--- config.mk ---
export PLATFORM = sky130hd
export DESIGN_NAME = a8_host_master_flat
export DESIGN_NICKNAME = d
export VERILOG_FILES = /design/src/rtl/a8_host_master_pkg.sv /design/src/rtl/a8_host_master_if.sv /design/src/rtl/a8_cycle_timer.sv /design/src/rtl/a8_host_master.sv /design/src/flat_wrapper.sv
export SDC_FILE = /design/constraint.sdc
export NUM_CORES = 1
export LEC_CHECK = 0
export CORE_AREA = 5 5 117 119
export CTS_CLUSTER_SIZE = 20
export DETAILED_ROUTE_END_ITERATION = 7
export DIE_AREA = 0 0 122 124
export PLACE_DENSITY = 0.42
export SLEW_MARGIN = 15
export SYNTH_ARGS = -nofsm -noshare
export SYNTH_HDL_FRONTEND = slang
export SYNTH_SLANG_ARGS = --single-unit
--- constraint.sdc ---
create_clock -name clk200 -period 2.8 [get_ports clk200]
set_input_delay 0.84 -clock clk200 [delete_from_list [all_inputs] [get_ports clk200]]
set_output_delay 0.84 -clock clk200 [all_outputs]
set_load 0.02 [all_outputs]
--- src/rtl/a8_host_master_pkg.sv ---
// Shared A8 bus timing constants and cycle-register type.
// The bus monitor imports the same constants, so both ends of the bus agree on timing.
package a8_host_master_pkg;

    localparam int          A8_CYCLE_TICKS = 112;
    localparam int          A8_HIGH_TICK   = 56;
    localparam int          A8_ADDR_TICK   = 35;
    localparam int          A8_WRITE_TICK  = 84;
    localparam int          A8_SAMPLE_TICK = 97;
    localparam int          A8_HOLD_TICKS  = 2;
    localparam logic [15:0] A8_IDLE_ADDR   = 16'hFFFF;

    typedef struct packed {
        logic        active;
        logic        rw_n;
        logic [15:0] addr;
        logic [7:0]  wdata;
    } a8_cycle_t;

    // Every strobe must land strictly inside one bus cycle, in bus order.
    function automatic bit a8_timing_ok(input int cycle_ticks, input int high_tick,
                                        input int addr_tick, input int write_tick,
                                        input int sample_tick, input int hold_ticks);
        return (addr_tick < high_tick) && (high_tick < write_tick) &&
               (write_tick < sample_tick) && (sample_tick < cycle_ticks - 1) &&
               (hold_ticks >= 1) && (hold_ticks < addr_tick);
    endfunction

endpackage

--- src/rtl/a8_host_master_if.sv ---
// Request/response and A8 bus signals of the host master.
// The master modport is the initiator; the slave modport is the rig or bench side.
interface a8_host_master_if;

    logic        req_valid;
    logic        req_ready;
    logic        req_rw_n;
    logic [15:0] req_addr;
    logic [7:0]  req_wdata;
    logic        rsp_valid;
    logic        rsp_rw_n;
    logic [7:0]  rsp_rdata;
    logic        a8_halt_n;
    logic        a8_clk;
    logic [15:0] a8_addr;
    logic        a8_rw_n;
    logic [7:0]  a8_data_out;
    logic        a8_data_oe;
    logic [7:0]  a8_data_in;

    modport master (
        input  req_valid, req_rw_n, req_addr, req_wdata, a8_halt_n, a8_data_in,
        output req_ready, rsp_valid, rsp_rw_n, rsp_rdata,
               a8_clk, a8_addr, a8_rw_n, a8_data_out, a8_data_oe
    );

    modport slave (
        output req_valid, req_rw_n, req_addr, req_wdata, a8_halt_n, a8_data_in,
        input  req_ready, rsp_valid, rsp_rw_n, rsp_rdata,
               a8_clk, a8_addr, a8_rw_n, a8_data_out, a8_data_oe
    );

endinterface

--- src/rtl/a8_cycle_timer.sv ---
// Bus-cycle tick counter and phi2 generator.
// Strobes fire one tick early, so registers loaded on them change exactly at the named tick.
module a8_cycle_timer
    import a8_host_master_pkg::*;
#(
    parameter int CYCLE_TICKS = A8_CYCLE_TICKS,
    parameter int HIGH_TICK   = A8_HIGH_TICK,
    parameter int ADDR_TICK   = A8_ADDR_TICK,
    parameter int WRITE_TICK  = A8_WRITE_TICK,
    parameter int SAMPLE_TICK = A8_SAMPLE_TICK,
    parameter int HOLD_TICKS  = A8_HOLD_TICKS
) (
    input  logic clk200,
    input  logic a8_rst_n,
    output logic a8_clk,
    output logic end_of_cycle,
    output logic addr_strobe,
    output logic write_strobe,
    output logic sample_strobe,
    output logic hold_end
);

    localparam int TW = $clog2(CYCLE_TICKS);

    logic [TW-1:0] ticks;
    logic [TW-1:0] ticks_nxt;

    assign end_of_cycle  = (ticks == TW'(CYCLE_TICKS - 1));
    assign addr_strobe   = (ticks == TW'(ADDR_TICK - 1));
    assign write_strobe  = (ticks == TW'(WRITE_TICK - 1));
    // Read data is captured at the end of SAMPLE_TICK itself.
    assign sample_strobe = (ticks == TW'(SAMPLE_TICK));
    assign hold_end      = (ticks == TW'(HOLD_TICKS - 1));

    assign ticks_nxt = end_of_cycle ? '0 : ticks + TW'(1);

    // NOTE: sequential state uses non-blocking assignments so every register samples pre-edge values.
    always_ff @(posedge clk200 or negedge a8_rst_n) begin
        if (!a8_rst_n) begin
            ticks  <= '0;
            a8_clk <= 1'b0;
        end else begin
            ticks  <= ticks_nxt;
            a8_clk <= (ticks_nxt >= TW'(HIGH_TICK));
        end
    end

endmodule

--- src/rtl/a8_host_master.sv ---
// A8 expansion-bus cycle initiator: one request per bus cycle, 6502-style timing.
// A request accepted at the last tick of cycle N runs on the bus in cycle N+1.
module a8_host_master
    import a8_host_master_pkg::*;
#(
    parameter int          CYCLE_TICKS = A8_CYCLE_TICKS,
    parameter int          HIGH_TICK   = A8_HIGH_TICK,
    parameter int          ADDR_TICK   = A8_ADDR_TICK,
    parameter int          WRITE_TICK  = A8_WRITE_TICK,
    parameter int          SAMPLE_TICK = A8_SAMPLE_TICK,
    parameter int          HOLD_TICKS  = A8_HOLD_TICKS,
    parameter logic [15:0] IDLE_ADDR   = A8_IDLE_ADDR
) (
    input  logic             clk200,
    input  logic             a8_rst_n,
    a8_host_master_if.master bus
);

    if (!a8_timing_ok(CYCLE_TICKS, HIGH_TICK, ADDR_TICK, WRITE_TICK, SAMPLE_TICK, HOLD_TICKS))
    begin : g_bad_timing
        $error("a8_host_master: tick parameters are not in bus order");
    end

    localparam a8_cycle_t IDLE_CYCLE = '{active: 1'b0, rw_n: 1'b1, addr: IDLE_ADDR, wdata: 8'h00};

    logic      end_of_cycle;
    logic      addr_strobe;
    logic      write_strobe;
    logic      sample_strobe;
    logic      hold_end;
    a8_cycle_t cyc;

    a8_cycle_timer #(
        .CYCLE_TICKS (CYCLE_TICKS),
        .HIGH_TICK   (HIGH_TICK),
        .ADDR_TICK   (ADDR_TICK),
        .WRITE_TICK  (WRITE_TICK),
        .SAMPLE_TICK (SAMPLE_TICK),
        .HOLD_TICKS  (HOLD_TICKS)
    ) u_timer (
        .clk200        (clk200),
        .a8_rst_n      (a8_rst_n),
        .a8_clk        (bus.a8_clk),
        .end_of_cycle  (end_of_cycle),
        .addr_strobe   (addr_strobe),
        .write_strobe  (write_strobe),
        .sample_strobe (sample_strobe),
        .hold_end      (hold_end)
    );

    // A halted host takes nothing, so the following cycle falls back to an idle read.
    assign bus.req_ready = end_of_cycle & bus.a8_halt_n;

    always_ff @(posedge clk200 or negedge a8_rst_n) begin
        if (!a8_rst_n) begin
            cyc <= IDLE_CYCLE;
        end else if (end_of_cycle) begin
            if (bus.req_valid && bus.req_ready) begin
                cyc <= '{active: 1'b1, rw_n: bus.req_rw_n, addr: bus.req_addr, wdata: bus.req_wdata};
            end else begin
                cyc <= IDLE_CYCLE;
            end
        end
    end

    always_ff @(posedge clk200 or negedge a8_rst_n) begin
        if (!a8_rst_n) begin
            bus.a8_addr     <= IDLE_ADDR;
            bus.a8_rw_n     <= 1'b1;
            bus.a8_data_out <= 8'h00;
            bus.a8_data_oe  <= 1'b0;
            bus.rsp_valid   <= 1'b0;
            bus.rsp_rw_n    <= 1'b1;
            bus.rsp_rdata   <= 8'h00;
        end else begin
            // Address and R/W keep the previous cycle's values until ADDR_TICK.
            if (addr_strobe) begin
                bus.a8_addr <= cyc.addr;
                bus.a8_rw_n <= cyc.rw_n;
            end

            // Write data is held across the phi2 falling edge for HOLD_TICKS ticks.
            if (write_strobe && cyc.active && !cyc.rw_n) begin
                bus.a8_data_out <= cyc.wdata;
                bus.a8_data_oe  <= 1'b1;
            end else if (hold_end) begin
                bus.a8_data_oe  <= 1'b0;
            end

            bus.rsp_valid <= sample_strobe && cyc.active;
            if (sample_strobe && cyc.active) begin
                bus.rsp_rw_n <= cyc.rw_n;
                if (cyc.rw_n) begin
                    bus.rsp_rdata <= bus.a8_data_in;
                end
            end
        end
    end

endmodule

--- src/flat_wrapper.sv ---
// flat-port wrapper written by rule: the top's interface ports become plain ports
module a8_host_master_flat import a8_host_master_pkg::*;
#(
    parameter int          CYCLE_TICKS = A8_CYCLE_TICKS,
    parameter int          HIGH_TICK   = A8_HIGH_TICK,
    parameter int          ADDR_TICK   = A8_ADDR_TICK,
    parameter int          WRITE_TICK  = A8_WRITE_TICK,
    parameter int          SAMPLE_TICK = A8_SAMPLE_TICK,
    parameter int          HOLD_TICKS  = A8_HOLD_TICKS,
    parameter logic [15:0] IDLE_ADDR   = A8_IDLE_ADDR
)
  (clk200, a8_rst_n, bus_req_valid, bus_req_rw_n, bus_req_addr, bus_req_wdata, bus_a8_halt_n, bus_a8_data_in, bus_req_ready, bus_rsp_valid, bus_rsp_rw_n, bus_rsp_rdata, bus_a8_clk, bus_a8_addr, bus_a8_rw_n, bus_a8_data_out, bus_a8_data_oe);
  a8_host_master_if bus_i ();
  input  logic clk200;
  input  logic a8_rst_n;
  input wire logic [$bits(bus_i.req_valid)-1:0] bus_req_valid;
  input wire logic [$bits(bus_i.req_rw_n)-1:0] bus_req_rw_n;
  input wire logic [$bits(bus_i.req_addr)-1:0] bus_req_addr;
  input wire logic [$bits(bus_i.req_wdata)-1:0] bus_req_wdata;
  input wire logic [$bits(bus_i.a8_halt_n)-1:0] bus_a8_halt_n;
  input wire logic [$bits(bus_i.a8_data_in)-1:0] bus_a8_data_in;
  output wire logic [$bits(bus_i.req_ready)-1:0] bus_req_ready;
  output wire logic [$bits(bus_i.rsp_valid)-1:0] bus_rsp_valid;
  output wire logic [$bits(bus_i.rsp_rw_n)-1:0] bus_rsp_rw_n;
  output wire logic [$bits(bus_i.rsp_rdata)-1:0] bus_rsp_rdata;
  output wire logic [$bits(bus_i.a8_clk)-1:0] bus_a8_clk;
  output wire logic [$bits(bus_i.a8_addr)-1:0] bus_a8_addr;
  output wire logic [$bits(bus_i.a8_rw_n)-1:0] bus_a8_rw_n;
  output wire logic [$bits(bus_i.a8_data_out)-1:0] bus_a8_data_out;
  output wire logic [$bits(bus_i.a8_data_oe)-1:0] bus_a8_data_oe;
  assign bus_i.req_valid = bus_req_valid;
  assign bus_i.req_rw_n = bus_req_rw_n;
  assign bus_i.req_addr = bus_req_addr;
  assign bus_i.req_wdata = bus_req_wdata;
  assign bus_i.a8_halt_n = bus_a8_halt_n;
  assign bus_i.a8_data_in = bus_a8_data_in;
  assign bus_req_ready = bus_i.req_ready;
  assign bus_rsp_valid = bus_i.rsp_valid;
  assign bus_rsp_rw_n = bus_i.rsp_rw_n;
  assign bus_rsp_rdata = bus_i.rsp_rdata;
  assign bus_a8_clk = bus_i.a8_clk;
  assign bus_a8_addr = bus_i.a8_addr;
  assign bus_a8_rw_n = bus_i.a8_rw_n;
  assign bus_a8_data_out = bus_i.a8_data_out;
  assign bus_a8_data_oe = bus_i.a8_data_oe;
  a8_host_master #(.CYCLE_TICKS(CYCLE_TICKS), .HIGH_TICK(HIGH_TICK), .ADDR_TICK(ADDR_TICK), .WRITE_TICK(WRITE_TICK), .SAMPLE_TICK(SAMPLE_TICK), .HOLD_TICKS(HOLD_TICKS), .IDLE_ADDR(IDLE_ADDR)) u_core (.clk200(clk200), .a8_rst_n(a8_rst_n), .bus(bus_i));
endmodule
==> impl_metrics.yaml <==
power_and_ir_drop:
  p_leak_nw: 1.89
  irDropWorstVdd_mv: 0.378
  switching_power_total_mw: 0.477
  power.density_cell_area_mw_per_mm2: 532
  netSwitchingFraction_pct: 21.0
  p_total_mw: 2.27
  power.clock.fraction_pct: 49.9
  power.share.combinational_pct: 5.0
  power_frac_seq_pct: 45.1
  cell_int_power_mw: 1.79
worst_setup_path:
  critical_path.top_delay_family: "simple AND/OR/NAND/NOR gates"
  cpPeakStageDelay_ps: 430
  crit_path_cell_trace: "ha_1 -> and3_4 -> and3_2 -> and2_1 -> dlygate4sd2_1"
  crit_buf_inv: 1
  timing.critical_path.arrival_ps: 1860
  critical_path.startpoint_type: "register"
  crit_type: "register to output pin"
  crit_slowest_cell: "dfrtp_1"
  critical_path_required_ps: 1960
  critPathMaxFanout: 6
  endpoint_kind: "output pin"
timing:
  timing.fmax_mhz: 370
  worst_clock_skew_ps: 4.93
  hold_ws_ps: 463
  report.final.setup_viol: 0
  postLayoutSetupSlackWorst_ps: 97.2
  post-route-period-util_pct: 96.5
  tightest_slew_ps: 901
  fin_setup_tns_ps: 0
  timing.final.max_slew_violations: 0
  maxSlewHeadroom_pct: 39.9
  final_period_minus_worst_setup_slack_ps: 2700
  finalHoldViolations: 0
  rsz0062_at_grt: "false"
global_routing:
  initial_antenna_violation_count: 0
  grt_first_pass_wirelength_mm: 11.5
  pin_count_of_the_biggest_net_entering_global_routing: 71
  grt_overflow: 0
  grt_pass1_vias: 2214
  grt_use_total_pct: 10.2
detailed_routing:
  drt.antenna.violating_nets: 0
  vias_per_cell: 4.07
  drt_drc_violations_left: 0
  route.vias.total: 1976
  routed_wire_length_per_instance_microns: 14.1
  routed_wl_mm: 6.85
  detailedRoute.firstPassIterationCount: 4
  drt_iter0_markers: 56
synth:
  synth.largest_area_cell: "dfstp_2"
  synth.avg_cell_area_sq_um: 13.4
  yosys_warnings: 0
  synth-main-ff-cell: "dfstp_2"
  synth_async_sr_flop_share_pct: 100
  synth_nets: 267
  yosysUniqueCellTypes: 36
  flop_and_latch_count_out_of_synthesis: 70
  edff_count_synth: 0
  post-synth-top-area-fraction_pct: 30.1
  ys_top_cells_by_area: "dfstp_2 (30%), dfrtp_1 (29%), mux2_2 (12%)"
  netlist_top_cells_count: "dfrtp_1 (35), dfstp_2 (35), mux2_2 (32)"
  ys_seq_area_share_pct: 58.9
  netlist_area_sq_mm: 0.00305
  syn_inst: 227
floorplan:
  die_w_microns: 122
  ios: 75
  overall_die_area_sq_mm: 0.0151
  core_area_sq_mm: 0.0125
  die_height_microns: 124
  placementRows: 41
  floorplan.initialDensity_pct: 24.5
clock_tree:
  cts.path.max_buffers: 2
  cts.sinks: 70
  cts.htree.levels: 3
  cts-root-buf: "clkbuf_16"
  cts_setup_buffers: 0
  tritoncts: "built"
  clkSlewWorstSetupHoldPaths_ps: 60
  insertion_delay_ps: 330
  tritoncts_buffers: 9
placement:
  placed_instances: 470
  place_hpwl_mm: 4.34
  port_buffers: 74
  place_congestion: 0.759
  post-place-ws_ps: -177
finish:
  syn2layout_area_growth_pct: 39.7
  num-nets-final: 349
  num_antenna_cells: 0
  finalNonFillerCells: 486
  layout-drive-gt1-share_pct: 33.8
flow_run:
  drv.max_cap_violation_count: 0
run_status:
  status: "complete, no violations"
min_path:
  hold_path_class: "register to register"
[cell families (layout without fill, tap and decap cells)]
| family | after synthesis | in the layout | synth area share, % |
|---|---|---|---|
| flops | 70 | 70 | 58.9 |
| mux | 59 | 59 | 22.1 |
| simple gates | 48 | 48 | 9.27 |
| buf+inv | 34 | 121 | 5.74 |
| compound gates | 11 | 11 | 2.17 |
| fa+ha+maj | 3 | 3 | 1.23 |
| xor+xnor | 2 | 2 | 0.574 |
[path summary, 6_finish.rpt]
check / startpoint / end / slack [ps] / cells after the start
setup / recovery: u_core.u_timer.ticks[1] / bus_req_ready / 100 / 5
min in group asynchronous: a8_rst_n / u_core.u_timer.ticks[5] / 650 / 1
hold / removal: u_core.cyc[11] / u_core.cyc[11] / 460 / 2
hold reg to reg: u_core.cyc[11] / u_core.cyc[11] / 460 / 2
max in group asynchronous: a8_rst_n / u_core.bus.rsp_rdata[2] / 1590 / 1
setup reg to reg: u_core.u_timer.ticks[1] / u_core.cyc[5] / 860 / 5
[metal layers]
layer	wire, microns	GRT usage, %	vias to the layer above
met5	0	0	-
li1	-	-	928
met2	3160	15.8	58
met4	74	3.57	0
met1	3110	12.0	985
met3	507	5.45	5
[power groups by stage]
stage	clock network, mW	registers (mW)	logic [mW]
after CTS	1.20	1.02	0.118
after floorplan	0	1.05	0.0170
after global routing	1.24	1.02	0.126
final	1.13	1.02	0.113
after detailed placement	0	1.04	0.117
after global placement	0	1.04	0.119
[final cells by class]
| class | count | area, sq um |
|---|---|---|
| fillers | 1254 | 8200 |
| flip-flops and latches | 70 | 1800 |
| multi-input cells | 123 | 1080 |
| repair buffers | 81 | 790 |
| clock buffers | 11 | 243 |
| well taps | 172 | 215 |
| inverters | 24 | 90.1 |
| clock inverters | 5 | 48.8 |
[state kept, by name, indices dropped and copies added, names as in the netlist]
register                flops
u_core.bus.a8_rw_n          1
u_core.bus.rsp_rw_n         1
u_core.bus.a8_addr         16
u_core.bus.a8_data_out      8
u_core.u_timer.ticks        7
u_core.cyc                 26
u_core.bus.a8_data_oe       1
u_core.bus.rsp_valid        1
u_core.u_timer.a8_clk       1
u_core.bus.rsp_rdata        8
[metrics by stage]
stage / cell area (sq um) / util (%)
floorplan: 3050 / -
global placement: 3970 / 31.9
detailed placement: 3970 / 31.9
CTS: 4260 / 34.2
global route: 4260 / 34.2
finish: 4260 / 34.2
[layout by cell type (no fill, tap or decap), types with 2 or more instances in the layout]
cell type / Yosys / final
ha_1: 3 / 3
mux2i_1: 18 / 18
buf_4: 4 / 8
dfrtp_1: 35 / 35
clkbuf_16: 0 / 9
inv_1: 24 / 24
and3_2: 1 / 2
clkinv_2: 0 / 3
mux2_2: 32 / 32
nor2_1: 19 / 19
mux2_4: 9 / 9
a21oi_1: 3 / 3
nand3_1: 3 / 3
xor2_1: 2 / 2
clkdlybuf4s50_1: 0 / 72
o21ai_0: 4 / 4
nand2_1: 3 / 3
dfstp_2: 35 / 35
and3_1: 10 / 9
[worst register-to-register path: stages (launching register included)]
cell     delay, ps
dfrtp_1        430
ha_1           200
and3_4         200
and3_2         180
buf_4          460
mux2_4         350
[timing repair]
action | 4_1_cts | 5_1_grt
hold buffers | 0 | 0
gates resized for setup | 1 | 0
endpoints found under the setup margin | 1 | 0
No activity file was read; power rests on OpenSTA's default activity.
